File: config.mk
export PLATFORM = sky130hd
export DESIGN_NAME = charge_pump_ctrl
export DESIGN_NICKNAME = d
export VERILOG_FILES = /design/src/rtl/charge_pump_ctrl.sv
export SDC_FILE = /design/constraint.sdc
export NUM_CORES = 1
export LEC_CHECK = 0
export ABC_AREA = 1
export CAP_MARGIN = 20
export CELL_PAD_IN_SITES_DETAIL_PLACEMENT = 0
export CELL_PAD_IN_SITES_GLOBAL_PLACEMENT = 1
export CORE_UTILIZATION = 43
export DETAILED_ROUTE_END_ITERATION = 10
export GPL_TIMING_DRIVEN = 0
export PLACE_DENSITY_LB_ADDON = 0.1
export SLEW_MARGIN = 20
export SYNTH_ARGS = -nofsm -noshare
export SYNTH_HDL_FRONTEND = slang
export SYNTH_SLANG_ARGS = --single-unit
File: constraint.sdc
create_clock -name clk -period 3.25 [get_ports clk]
set_clock_uncertainty 0.15 [all_clocks]
set_input_delay 0.975 -clock clk [delete_from_list [all_inputs] [get_ports clk]]
set_output_delay 0.975 -clock clk [all_outputs]
set_load 0.02 [all_outputs]
File: src/rtl/charge_pump_ctrl.sv
// charge_pump_ctrl
//   Sequencer for the on-chip charge pump. Produces non-overlapping two-phase
//   pump clocks with programmable phase width and dead time, ramps activity
//   through a 16-level soft-start, and skips pump slots while the synchronised
//   comparator reports the output above target.
// Ports:
//   clk       system clock
//   rst       asynchronous active-high reset
//   en        pump enable (synchronous)
//   div       phase width, each phase lasts div+1 cycles
//   dead      dead time cycles, 0 treated as 1
//   cmp_in    asynchronous comparator, 1 = output above target
//   phi1/phi2 registered pump phases, never high together
//   busy      sequencer not idle
//   ss_done   soft-start reached full level
//   skip_cnt  saturating count of comparator-skipped slots
module charge_pump_ctrl #(
   parameter int unsigned DIV_W  = 8,
   parameter int unsigned DEAD_W = 3
) (
   input  logic              clk,
   input  logic              rst,
   input  logic              en,
   input  logic [DIV_W-1:0]  div,
   input  logic [DEAD_W-1:0] dead,
   input  logic              cmp_in,
   output logic              phi1,
   output logic              phi2,
   output logic              busy,
   output logic              ss_done,
   output logic [7:0]        skip_cnt
);

   // Wide enough for the longest skip slot: 2*(div+1) + 2*deff - 1.
   localparam int unsigned CNT_W = ((DIV_W > DEAD_W) ? DIV_W : DEAD_W) + 2;

   typedef enum logic [2:0] {IDLE, PH1, D1, PH2, D2, SKIP} state_t;

   state_t             state, state_n;
   logic [CNT_W-1:0]   cnt, cnt_n;
   logic [DIV_W-1:0]   div_l, div_n;
   logic [DEAD_W-1:0]  deff_l, deff_n;
   logic [3:0]         slot_idx, idx_n;
   logic [3:0]         ss_lvl, lvl_n;
   logic [7:0]         skip_n;
   logic               stop, stop_n;
   logic               cmp_q, cmp_s;
   logic               phase_end, dead_end, skip_end;
   logic               go_start, go_idle;
   logic [3:0]         cand_idx, cand_lvl;
   logic               eligible;
   logic [7:0]         skip_base;

   assign phase_end = (cnt == CNT_W'(div_l));
   assign dead_end  = (cnt == CNT_W'(deff_l) - CNT_W'(1));
   assign skip_end  = (cnt == (CNT_W'(div_l) << 1) + (CNT_W'(deff_l) << 1) + CNT_W'(1));

   // Index/level of the slot that would start now. The soft-start level
   // steps up when the previous slot was the last one (15) of its window.
   assign cand_idx  = (state == IDLE) ? 4'h0 : slot_idx + 4'h1;
   assign cand_lvl  = (state == IDLE) ? 4'h0 :
                      ((slot_idx == 4'hF) && (ss_lvl != 4'hF)) ? ss_lvl + 4'h1 : ss_lvl;
   assign eligible  = (cand_idx <= cand_lvl);
   assign skip_base = (state == IDLE) ? 8'h00 : skip_cnt;

   assign busy    = (state != IDLE);
   assign ss_done = (ss_lvl == 4'hF);

   always_comb begin
      state_n  = state;
      cnt_n    = cnt + CNT_W'(1);
      div_n    = div_l;
      deff_n   = deff_l;
      idx_n    = slot_idx;
      lvl_n    = ss_lvl;
      skip_n   = skip_cnt;
      // A disable seen anywhere in a slot is remembered so the slot winds
      // down through its dead time even if en returns meanwhile.
      stop_n   = stop | ((state != IDLE) & ~en);
      go_start = 1'b0;
      go_idle  = 1'b0;

      case (state)
         IDLE: begin
            cnt_n    = '0;
            go_start = en;
         end
         PH1: begin
            if (!en || phase_end) begin
               state_n = D1;
               cnt_n   = '0;
            end
         end
         D1: begin
            if (dead_end) begin
               if (stop_n) begin
                  go_idle = 1'b1;
               end else begin
                  state_n = PH2;
                  cnt_n   = '0;
               end
            end
         end
         PH2: begin
            if (!en || phase_end) begin
               state_n = D2;
               cnt_n   = '0;
            end
         end
         D2: begin
            if (dead_end) begin
               go_idle  = stop_n;
               go_start = ~stop_n;
            end
         end
         SKIP: begin
            if (skip_end) begin
               go_idle  = stop_n;
               go_start = ~stop_n;
            end
         end
         default: go_idle = 1'b1;
      endcase

      if (go_start) begin
         state_n = (eligible && !cmp_s) ? PH1 : SKIP;
         cnt_n   = '0;
         div_n   = div;
         deff_n  = (dead == '0) ? DEAD_W'(1) : dead;
         idx_n   = cand_idx;
         lvl_n   = cand_lvl;
         stop_n  = 1'b0;
         skip_n  = (eligible && cmp_s && (skip_base != 8'hFF)) ? skip_base + 8'h01 : skip_base;
      end

      if (go_idle) begin
         state_n = IDLE;
         cnt_n   = '0;
         idx_n   = '0;
         lvl_n   = '0;
         stop_n  = 1'b0;
      end
   end

   always_ff @(posedge clk or posedge rst) begin
      if (rst) begin
         state    <= IDLE;
         cnt      <= '0;
         div_l    <= '0;
         deff_l   <= DEAD_W'(1);
         slot_idx <= '0;
         ss_lvl   <= '0;
         skip_cnt <= '0;
         stop     <= 1'b0;
         cmp_q    <= 1'b0;
         cmp_s    <= 1'b0;
         phi1     <= 1'b0;
         phi2     <= 1'b0;
      end else begin
         state    <= state_n;
         cnt      <= cnt_n;
         div_l    <= div_n;
         deff_l   <= deff_n;
         slot_idx <= idx_n;
         ss_lvl   <= lvl_n;
         skip_cnt <= skip_n;
         stop     <= stop_n;
         cmp_q    <= cmp_in;
         cmp_s    <= cmp_q;
         phi1     <= (state_n == PH1);
         phi2     <= (state_n == PH2);
      end
   end

endmodule

# Word level (Yosys, flattened, before mapping)
# Cells that the tools add are included.
[word_totals]
out_inout_bits = 12
register_bits = 45
word_cells = 85
input_bits = 15
[op_classes]
n_reduce_logical = 13
n_eq_ne = 14
n_addsub = 7
bitwise_logic = 4
magnitude_cmp = 1
muxes = 34
[ops]
columns = ["op", "n"]
rows = [
  ["2-to-1 mux 10 bit", 5],
  ["case mux 10 bit (3 select lines)", 1],
  ["2-to-1 mux 4 bit", 7],
  ["2-to-1 mux 3 bit", 8],
  ["adder 10 x 1 -> 10 bit, second input constant", 2],
  ["== test 10 bit", 2],
  ["2-to-1 mux 8 bit", 2],
  ["adder 9 x 4 -> 10 bit", 1],
  ["== test 10 x 8 -> 1 bit", 1],
  ["== test 3 x 2 -> 1 bit, second input constant", 3],
  ["case mux 3 bit (3 select lines)", 1],
  ["adder 4 x 1 -> 4 bit, second input constant", 2],
  ["adder 8 x 1 -> 8 bit, second input constant", 1],
  ["== test 4 bit, second input constant", 2],
  ["2-to-1 mux 1 bit", 8],
  ["!= test 8 bit, second input constant", 1],
  ["== test 3 x 1 -> 1 bit, second input constant", 2],
  ["== test 3 bit, second input constant", 2],
  ["logical NOT 3 bit", 2],
  ["less-or-equal comparator 4 bit", 1],
  ["logical AND 1 bit", 4],
  ["!= test 4 bit, second input constant", 1],
  ["case mux 1 bit (4 select lines)", 1],
  ["subtractor 3 x 1 -> 4 bit, second input constant", 1],
  ["other kinds (10)", 12],
]

# Depth between registers and ports, before layout
# Gate-level depths: netlist of run 1.
[logic_depth]
ltp_word = 10
depth_mapped = 20
mapped_depth_nobuf = 20

# Worst setup path after synthesis of run 1
# OpenSTA, ideal clock, no wires.
[synth_path]
path_type = "reg-to-reg"
start = "register ss_lvl[1]"
end = "register skip_cnt[7]"
path_stages_with_launch = 19
n_path_buf = 0
t_required_ns = 3.019
setup_ns = 0.081
synth_period_minus_slack_ns = 2.985
t_arrival_ns = 2.754
path_slack_ns = 0.265
path_cell_list = "dfrtp_1 > ha_1 > inv_1 > nor3_1 > nand3b_1 > nor2_1 > nand3_1 > nor2_1 > nor2_1 > nand2_1 > ha_1 > a21oi_1 > o21ai_0 > o21a_1 > nor2_1 > nand2_2 > inv_2 > nand2_1 > a31oi_2"
[synth_via]
elab_chain_len = 8
[synth_lines]
columns = ["item", "line", "rtl"]
rows = [
  ["from (decl)", "44", "logic [3:0] ss_lvl, lvl_n;"],
  ["from (signal assigned)", "165", "ss_lvl <= lvl_n;"],
  ["parallel branches: the longest is 2 deep, another holds adder 4 x 1 -> 4 bit", "n/a", ""],
  ["2-to-1 mux 4 bit (*)", "62", "((slot_idx == 4'hF) && (ss_lvl != 4'hF)) ? ss_lvl + 4'h1 : ss_lvl;"],
  ["2-to-1 mux 4 bit (*)", "61", "assign cand_lvl = (state == IDLE) ? 4'h0 :"],
  ["less-or-equal comparator 4 bit (*)", "63", "assign eligible = (cand_idx <= cand_lvl);"],
  ["logical AND 1 bit (*) (2 in series)", "133", "skip_n = (eligible && cmp_s && (skip_base != 8'hFF)) ? skip_base + 8'h01 : skip_base;"],
  ["2-to-1 mux 8 bit (*)", "133", ""],
  ["to (signal assigned)", "166", "skip_cnt <= skip_n;"],
  ["to (decl)", "31", "output logic [7:0] skip_cnt"],
]
# Every way passes the cells marked *.
# A chain may end at the register's enable or synchronous reset.

# Final worst setup path of run 1
[layout_path]
start = "register state[1]"
end = "output port busy"
[layout_via]
elab_chain_len = 1
[layout_lines]
columns = ["item", "line", "rtl"]
rows = [
  ["from (decl)", "39", "state_t state, state_n;"],
  ["from (signal assigned)", "160", "state <= state_n;"],
  ["nonzero test 3 bit", "66", "assign busy = (state != IDLE);"],
  ["to (decl)", "29", "output logic busy,"],
]
# Every way passes these cells.

==> metrics.csv, run 1 <==
stage;metric;value;unit
global_routing;grt_pass1_wl;13500;microns
critical_path;rr_startpoint;ss_lvl[0]$_DFFE_PP0P_;
status;outcome;finished, final reports clean;
sta;slew-limit-headroom;0.656;
pwr;total_power;3440;uW
die;io_pins;27;
critical_path;regToRegSetupSlack;0.30;ns
drt;highest_layer;met4;
job;maxCapViolCount;0;
pwr;ir_drop;0.394;mV
drt;dr_wl_met3;161;microns
sta;tns;0;ns
critical_path;crit_type;flop to output pin;
sta;hold_viol;0;
critical_path;start_kind;flop;
drt;dr.pass1.iters;4;
clock_network;cts_root_buffer;clkbuf_8;
clock_network;clock_tree.buffer_depth;2;
pwr;comb_power_share;0.605;
global_routing;grt_overflow;0;
worst_hold_path;hold_start;cmp_q$_DFF_PP0_;
sta;setup_viol;0;
pwr;clkPwrFrac;0.127;
sta;post-route-period-util;0.930;
global_routing;grt_max_degree;25;
clock_network;cts_made_buffers;5;
finish;fin_nets;521;
global_routing;antenna_found_initial;0;
finish;drive_gt1_frac;0.118;
drt;totalWireLength;8080;microns
critical_path;rr_worst_depth;18;
critical_path;cp_data_required_time;2.12;ns
pwr;leakagePower;0.00182;uW
pwr;seqPwrFrac;0.268;
logic_synthesis;synth_cells;457;
finish;final_util;0.523;
clock_network;cts_tree;done;
logic_synthesis;synth_area;3280;sq um
die;die_h;89.3;microns
drt;vias_per_cell;4.99;
placement;dp_slack;0.196;ns
sta;drv_slew;0;
finish;antenna_cells;0;
clock_network;cts_max_level;2;
finish;area_growth;16.5;%
placement;dp_hpwl;6120;microns
die;core-area;7290;sq um
drt;dr.first_iter.drc_count;151;
placement;gp_congestion;0.845;
drt;wl_met2;4060;microns
sta;holdWs;0.212;ns
sta;setup_slack;0.226;ns
sta;rsz0062_at_grt;false;
pwr;intPower;1740;uW
die;row_count;31;
logic_synthesis;yosys_warnings;0;
worst_hold_path;hold-path-cell-count;0;
die;initial_core_util;0.449;
critical_path;reg2reg_to;skip_cnt[0]$_DFFE_PP0P_;
pwr;swShare;0.494;
die;die_w;89.3;microns
pwr;power.density;902;nW/um^2
logic_synthesis;ys_ff_latch;45;
worst_hold_path;min_path_type;flop to flop;
global_routing;groute.usage.overall;0.224;
drt;wl_met1;3780;microns
sta;worstMarginPinSlew;0.515;ns
drt;drcViolationCount;0;
pwr;p_switching;1700;uW
critical_path;cp_data_arrival_time;1.90;ns
clock_network;clkSinkCount;45;
global_routing;grt_pass1_vias;2840;
logic_synthesis;yosysSeqAreaShare;0.344;
clock_network;clk_latency;0.30;ns
drt;ant_nets;0;
drt;via_count;2956;
logic_synthesis;synth_nets;485;
die;dieArea;7970;sq um
sta;layout_min_cycle_time;3.02;ns
critical_path;endpoint_kind;output pin;
clock_network;hold_buffers;0;
drt;wl_per_cell;13.7;microns
critical_path;critical_path_peak_fanout;10;
logic_synthesis;synthDistinctLibCells;41;
clock_network;path_clk_slew;0.09;ns
worst_hold_path;hold_end;cmp_s$_DFF_PP0_;
logic_synthesis;synth.avg_cell_area;7.17;sq um
placement;port_buffers;26;
sta;max_freq;0.331;GHz
kinds of logic (layout without fill, tap and decap cells):
| logic type | after synthesis | count (layout) | synth area share |
|---|---|---|---|
| DFF | 45 | 45 | 0.344 |
| and+or+nand+nor | 257 | 257 | 0.357 |
| adders and majority gates | 13 | 13 | 0.0519 |
| xor gates and xnor gates | 20 | 20 | 0.0535 |
| buffers and inverters | 71 | 107 | 0.101 |
| AOI/OAI and AO/OA | 51 | 51 | 0.0924 |
cell type report:
| class | count | area [sq um] |
|---|---|---|
| plain buffers | 8 | 87.6 |
| clock buffers | 5 | 68.8 |
| clock inverters | 2 | 35.0 |
| fillers | 772 | 3480 |
| inverters | 63 | 250 |
| multi-input cells | 341 | 1830 |
| flip-flops and latches | 45 | 1130 |
| well taps | 99 | 124 |
| repair buffers | 29 | 295 |
worst max path at each step:
stage / to / from / slack (ns) / cells past startpoint
after detailed placement: skip_cnt[5]$_DFFE_PP0P_ / ss_lvl[0]$_DFFE_PP0P_ / 0.20 / 20
after global placement: div_l[6]$_DFFE_PP0P_ / rst / 0.03 / 2
after global routing: skip_cnt[5]$_DFFE_PP0P_ / ss_lvl[0]$_DFFE_PP0P_ / 0.01 / 20
final: busy / state[1]$_DFF_PP0_ / 0.23 / 5
after CTS: skip_cnt[5]$_DFFE_PP0P_ / ss_lvl[0]$_DFFE_PP0P_ / 0.15 / 20
after floorplan: skip_cnt[7]$_DFFE_PP0P_ / ss_lvl[1]$_DFFE_PP0P_ / 0.26 / 18
per-layer routing:
metal	global-route usage	vias to the layer above
li1	-	1535
met1	0.276	1382
met2	0.416	31
met3	0.0305	8
met4	0.0433	0
met5	0	-
per-stage QoR:
stage	instances	instance area, sq um
after floorplan	457	3280
after global placement	582	3660
after detailed placement	583	3680
after CTS	590	3780
after global routing	592	3820
final	592	3820
cell usage after synthesis, drive strengths merged:
master,n,area [sq um]
nand2,133,548
nor2,64,258
inv,62,240
dfrtp,44,1100
nand3,35,198
o21ai,30,154
xor2,14,123
a21oi,13,87.6
ha,12,150
nand4,12,75.1
nor3,11,76.3
buf,8,87.6
xnor2,6,52.6
a31oi,3,25.0
nand3b,2,15.0
o211ai,2,15.0
clkinv,1,3.75
dfstp,1,26.3
fa,1,20.0
o21a,1,7.51
o22ai,1,6.26
o31ai,1,7.51
repair_timing:
item | 4_1_cts | 5_1_grt
gates resized for setup | 0 | 6
setup endpoints to repair | 0 | 7
buffers inserted | 0 | 2
power groups by stage:
stage / Clock, uW / Sequential, uW / Combinational [uW]
after floorplan: 0 / 926 / 1540
after global placement: 0 / 931 / 2030
after detailed placement: 0 / 932 / 2070
after CTS: 447 / 923 / 2090
after global routing: 470 / 950 / 2350
final: 437 / 922 / 2080
placed cells by master (no fill, tap or decap), types with 3 or more instances in the layout:
cell type	Yosys	final
nand2_1	123	123
nor2_1	59	57
inv_1	57	56
dfrtp_1	44	44
nand3_1	32	32
clkdlybuf4s50_1	0	26
o21ai_0	24	23
xor2_1	14	14
nand4_1	12	12
ha_1	12	12
a21oi_1	7	7
nand2_2	7	7
nor3_1	8	7
xnor2_1	6	6
nor2_2	4	6
o21ai_1	5	6
a21oi_2	6	6
clkbuf_8	0	5
buf_4	2	4
nor3_2	2	3
inv_2	3	3
buf_12	2	3
worst max-delay path, cell delays in order, from the launching register on:
cell             delay (ns)
dfrtp_1                0.36
buf_2                  0.16
nor2_1                 0.16
nand2_2                0.15
buf_4                  0.21
clkdlybuf4s50_1        0.55
registers in the layout (all words and copies together), names as in the netlist:
register,flops
cmp_q,1
cmp_s,1
cnt,10
deff_l,3
div_l,8
phi1,1
phi2,1
skip_cnt,8
slot_idx,4
ss_lvl,4
state,3
stop,1
Power figures use the tool's default switching activity.
==> run 2, diff against run 1 <==
Settings changed: CORE_MARGIN set to 4.
Clock period 3.25 ns to 3.3 ns, I/O delays scaled along.
==> metrics.csv, run 2 (synthesis gave the netlist of run 1 again) <==
stage;metric;value;unit;change
die;io_pins;27;;unchanged
pwr;total_power;3320;uW;was 3440 uW
drt;dr.pass1.iters;4;;unchanged
placement;port_buffers;26;;unchanged
die;die_w;95.3;microns;was 89.3 microns
finish;fin_nets;520;;was 521
job;maxCapViolCount;0;;unchanged
critical_path;endpoint_kind;output pin;;unchanged
drt;totalWireLength;8070;microns;was 8080 microns
finish;top_register;cnt;;unchanged
critical_path;start_kind;flop;;unchanged
finish;stdcell_count;592;;unchanged
finish;antenna_cells;0;;unchanged
critical_path;critical_path_peak_fanout;10;;unchanged
die;initial_core_util;0.447;;was 0.449
pwr;leakagePower;0.00182;uW;about the same
status;outcome;finished, final reports clean;;unchanged
critical_path;crit_type;flop to output pin;;unchanged
die;core-area;7330;sq um;was 7290 sq um
critical_path;cp_cell_sequence;buf_2 -> nor2_1 -> nand2_2 -> buf_4 -> clkdlybuf4s50_1;;unchanged
drt;via_count;2948;;was 2956
global_routing;grt_max_degree;25;;unchanged
placement;dpl_cell_area;3690;sq um;was 3680 sq um
drt;drcViolationCount;0;;unchanged
clock_network;cts_max_level;2;;unchanged
sta;post-route-period-util;0.919;;
sta;drv_slew;0;;unchanged
placement;dp_slack;0.281;ns;was 0.196 ns
global_routing;antenna_found_initial;0;;unchanged
clock_network;cts_root_buffer;clkbuf_8;;unchanged
clock_network;cts_tree;done;;unchanged
critical_path;crit_buf_inv;3;;unchanged
placement;gp_congestion;0.834;;was 0.845
finish;n_fill_cell;736;;was 772
sta;setup_slack;0.266;ns;was 0.226 ns
drt;ant_nets;0;;unchanged
clock_network;path_clk_slew;0.10;ns;was 0.09 ns
worst_hold_path;min_path_type;flop to flop;;unchanged
sta;setup_viol;0;;unchanged
sta;slew-limit-headroom;0.612;;was 0.656
global_routing;grt_overflow;0;;unchanged
clock_network;cts_made_buffers;5;;unchanged
finish;reg.largest.list;cnt x10, div_l x8, skip_cnt x8;;unchanged
critical_path;slowest_stage;clkdlybuf4s50_1;;unchanged
die;dieArea;9080;sq um;was 7970 sq um
finish;drive_gt1_frac;0.114;;was 0.118
finish;area_growth;16.0;%;was 16.5%
die;row_count;31;;unchanged
sta;hold_viol;0;;unchanged
critical_path;path_delay_family;buffers and inverters;;unchanged
pwr;ir_drop;0.374;mV;was 0.394 mV
critical_path;cp_data_arrival_time;1.89;ns;was 1.90 ns
drt;dr.first_iter.drc_count;185;;was 151
sta;layout_min_cycle_time;3.03;ns;
sta;tns;0;ns;unchanged
die;die_h;95.3;microns;was 89.3 microns
finish;final_common_cell;nand2_1;;unchanged
global_routing;grt_pass1_wl;13700;microns;was 13500 microns
finish;fin_area;3800;sq um;was 3820 sq um
sta;max_freq;0.330;GHz;
drt;wl_per_cell;13.6;microns;was 13.7 microns
global_routing;grt_pass1_vias;2799;;was 2840
clock_network;clkSinkCount;45;;unchanged
placement;dp.cells;583;;unchanged
critical_path;cp_data_required_time;2.16;ns;was 2.12 ns
placement;dp_hpwl;6100;microns;was 6120 microns
global_routing;groute.usage.overall;0.195;;was 0.224
drt;vias_per_cell;4.98;;was 4.99
finish;largest_register_ff_count;10;;unchanged
finish;final_cell_mix;nand2_1, nor2_1, inv_1, dfrtp_1, nand3_1;;unchanged
pwr;power.density;875;nW/um^2;was 902 nW/um^2
clock_network;clk_latency;0.30;ns;about the same
clock_network;clock_tree.buffer_depth;2;;unchanged
sta;worstMarginPinSlew;0.581;ns;was 0.515 ns
critical_path;worst_path_largest_cell_delay;0.55;ns;about the same
-- run 2: what timing repair did --
item	CTS	global route
setup buffers	0	1
hold endpoints to repair	0	0
resized for setup	0	3
hold buffers	0	0
endpoints found under the setup margin	0	6
-- run 2: power by group --
part | leakage (uW) | switching (uW) | internal, uW | total [uW]
Combinational | 0.00119 | 1300 | 748 | 2050
Sequential | 0.000582 | 178 | 729 | 907
Clock | 0.0000452 | 217 | 155 | 371
-- run 2: metal layers --
| metal | vias up | part of all wire | GRT usage |
|---|---|---|---|
| li1 | 1528 | - | - |
| met1 | 1373 | 0.51 | 0.288 |
| met2 | 42 | 0.45 | 0.299 |
| met3 | 5 | 0.032 | 0.0347 |
| met4 | 0 | 0.0087 | 0.0361 |
| met5 | - | 0 | 0 |
-- run 2: path summary, 6_finish.rpt --
| kind | from | end | slack (ns) | cells after the start |
|---|---|---|---|---|
| min in group asynchronous | rst | ss_lvl[3]$_DFFE_PP0P_ | 0.91 | 2 |
| max | state[1]$_DFF_PP0_ | busy | 0.27 | 5 |
| max in group asynchronous | rst | deff_l[0]$_DFFE_PP1P_ | 1.49 | 3 |
| min reg2reg | cmp_q$_DFF_PP0_ | cmp_s$_DFF_PP0_ | 0.21 | 0 |
| min | cmp_q$_DFF_PP0_ | cmp_s$_DFF_PP0_ | 0.21 | 0 |
| max reg2reg | ss_lvl[0]$_DFFE_PP0P_ | skip_cnt[7]$_DFFE_PP0P_ | 0.29 | 16 |
-- run 2: stage by stage --
stage                     utilization  hold slack, ns
final                           0.518           0.212
after floorplan                     -           0.181
after global placement          0.499           0.182
after CTS                       0.516           0.218
after global routing            0.518           0.230
after detailed placement        0.503           0.193
-- run 2: cell type report --
class | instances | area [sq um] | area share
Buffer | 8 | 87.6 | 0.0230
Sequential cell | 45 | 1130 | 0.297
Clock buffer | 5 | 68.8 | 0.0181
Multi-Input combinational cell | 341 | 1830 | 0.480
Tap cell | 99 | 124 | 0.0326
Clock inverter | 3 | 25.0 | 0.00659
Timing Repair Buffer | 28 | 295 | 0.0777
Inverter | 63 | 246 | 0.0649
-- run 2: worst register-to-register path, cell delays in order, from the launching register on --
cell,delay [ns]
dfrtp_1,0.42
ha_1,0.22
inv_1,0.08
nor3_2,0.05
nand3b_1,0.24
buf_4,0.19
a21oi_1,0.11
o21ai_0,0.15
ha_1,0.32
a21oi_1,0.16
o21ai_0,0.10
o21a_1,0.12
nor2_1,0.12
nand2_2,0.13
inv_4,0.13
nand2_1,0.08
a31oi_2,0.18
==> run 3, diff against run 2 <==
Clock period 3.3 ns to 3.32 ns, I/O delays scaled along.
==> metrics.csv, run 3 (synthesis gave the netlist of run 1 again) <==
stage;metric;value;unit;change
clock_network;cts_max_level;2;;unchanged
sta;holdWs;0.212;ns;about the same
placement;dp.cells;583;;unchanged
sta;drv_slew;0;;unchanged
clock_network;clkSinkCount;45;;unchanged
critical_path;start_kind;flop;;unchanged
placement;gp_congestion;0.834;;unchanged
critical_path;endpoint_kind;output pin;;unchanged
finish;antenna_cells;0;;unchanged
job;maxCapViolCount;0;;unchanged
global_routing;groute.usage.overall;0.195;;unchanged
finish;top_register;cnt;;unchanged
clock_network;clock_tree.buffer_depth;2;;unchanged
drt;via_count;2944;;was 2948
die;row_count;31;;unchanged
drt;ant_nets;0;;unchanged
pwr;power.density;869;nW/um^2;was 875 nW/um^2
drt;dr.first_iter.drc_count;192;;was 185
global_routing;grt_pass1_vias;2799;;unchanged
critical_path;cp_data_arrival_time;1.90;ns;was 1.89 ns
critical_path;crit_type;flop to output pin;;unchanged
finish;reg.largest.list;cnt x10, div_l x8, skip_cnt x8;;unchanged
clock_network;path_clk_slew;0.10;ns;about the same
critical_path;cp_data_required_time;2.17;ns;was 2.16 ns
clock_network;cts_root_buffer;clkbuf_8;;unchanged
finish;final_common_cell;nand2_1;;unchanged
sta;setup_viol;0;;unchanged
die;dieArea;9080;sq um;unchanged
die;io_pins;27;;unchanged
sta;post-route-period-util;0.916;;
sta;worstMarginPinSlew;0.582;ns;was 0.581 ns
finish;area_growth;16.0;%;unchanged
finish;fin_nets;520;;unchanged
die;core-area;7330;sq um;unchanged
finish;largest_register_ff_count;10;;unchanged
global_routing;antenna_found_initial;0;;unchanged
die;die_h;95.3;microns;unchanged
global_routing;grt_max_degree;25;;unchanged
sta;slew-limit-headroom;0.612;;about the same
clock_network;cts_made_buffers;5;;unchanged
drt;vias_per_cell;4.97;;was 4.98
die;initial_core_util;0.447;;unchanged
die;die_w;95.3;microns;unchanged
finish;stdcell_count;592;;unchanged
worst_hold_path;min_path_type;flop to flop;;unchanged
pwr;ir_drop;0.372;mV;was 0.374 mV
global_routing;grt_pass1_wl;13700;microns;unchanged
finish;drive_gt1_frac;0.114;;unchanged
sta;hold_viol;0;;unchanged
global_routing;grt_overflow;0;;unchanged
critical_path;critical_path_peak_fanout;10;;unchanged
pwr;leakagePower;0.00182;uW;about the same
clock_network;cts_tree;done;;unchanged
clock_network;clk_latency;0.30;ns;about the same
drt;totalWireLength;8080;microns;was 8070 microns
sta;max_freq;0.329;GHz;
drt;drcViolationCount;0;;unchanged
drt;wl_per_cell;13.6;microns;about the same
drt;dr.pass1.iters;4;;unchanged
sta;layout_min_cycle_time;3.04;ns;
placement;port_buffers;26;;unchanged
finish;final_cell_mix;nand2_1, nor2_1, inv_1, dfrtp_1, nand3_1;;unchanged
status;outcome;finished, final reports clean;;unchanged
placement;dp_hpwl;6100;microns;unchanged
## run 3: cell counts in the layout (fill, tap and decap cells not counted)
Identical to the previous run, type by type.
## run 3: final timing paths
kind	startpoint	end	slack (ns)	depth (start not counted)
setup / recovery	state[1]$_DFF_PP0_	busy	0.28	5
hold / removal	cmp_q$_DFF_PP0_	cmp_s$_DFF_PP0_	0.21	0
setup reg to reg	ss_lvl[0]$_DFFE_PP0P_	skip_cnt[7]$_DFFE_PP0P_	0.30	16
hold reg to reg	cmp_q$_DFF_PP0_	cmp_s$_DFF_PP0_	0.21	0
max in group asynchronous	rst	deff_l[0]$_DFFE_PP1P_	1.50	3
min in group asynchronous	rst	ss_lvl[3]$_DFFE_PP0P_	0.92	2
## run 3: metal layers
layer  up-vias  GRT usage  wire (microns)
met5         -          0               0
met4         0     0.0361              70
met3         5     0.0347             271
met2        45      0.299            3590
met1      1367      0.288            4150
li1       1527          -               -
## run 3: where the power goes
part / switching, uW / internal (uW)
logic: 1290 / 744
registers: 177 / 724
clock network: 216 / 154
total: 1680 / 1620
## run 3: what timing repair did
action                     CTS  global route
setup buffers                0             1
setup endpoints to repair    0             6
resized for setup            0             3
hold buffers                 0             0
## run 3: final cells by class
cell class              instances  area, sq um
fillers                       736         3530
multi-input cells             341         1830
flip-flops and latches         45         1130
repair buffers                 28          295
inverters                      63          246
well taps                      99          124
plain buffers                   8         87.6
clock buffers                   5         68.8
clock inverters                 3         25.0
## run 3: stage by stage
| step | utilization | setup TNS, ns | total power [uW] | area, sq um | setup WS [ns] |
|---|---|---|---|---|---|
| 2_1_floorplan | - | 0 | 2420 | 3280 | 0.335 |
| 5_1_grt | 0.518 | -0.0000713 | 3640 | 3800 | -0.0000713 |
| 3_3_place_gp | 0.499 | 0 | 2910 | 3660 | 0.0264 |
| 3_5_place_dp | 0.503 | 0 | 2940 | 3690 | 0.301 |
| 4_1_cts | 0.516 | 0 | 3330 | 3780 | 0.276 |
| 6_report | 0.518 | 0 | 3300 | 3800 | 0.279 |
## run 3: worst max-delay path, stage by stage, from the launching register on
cell and delay [ns]:
dfrtp_1 0.36, buf_2 0.17, nor2_1 0.16, nand2_2 0.14
buf_4 0.21, clkdlybuf4s50_1 0.55
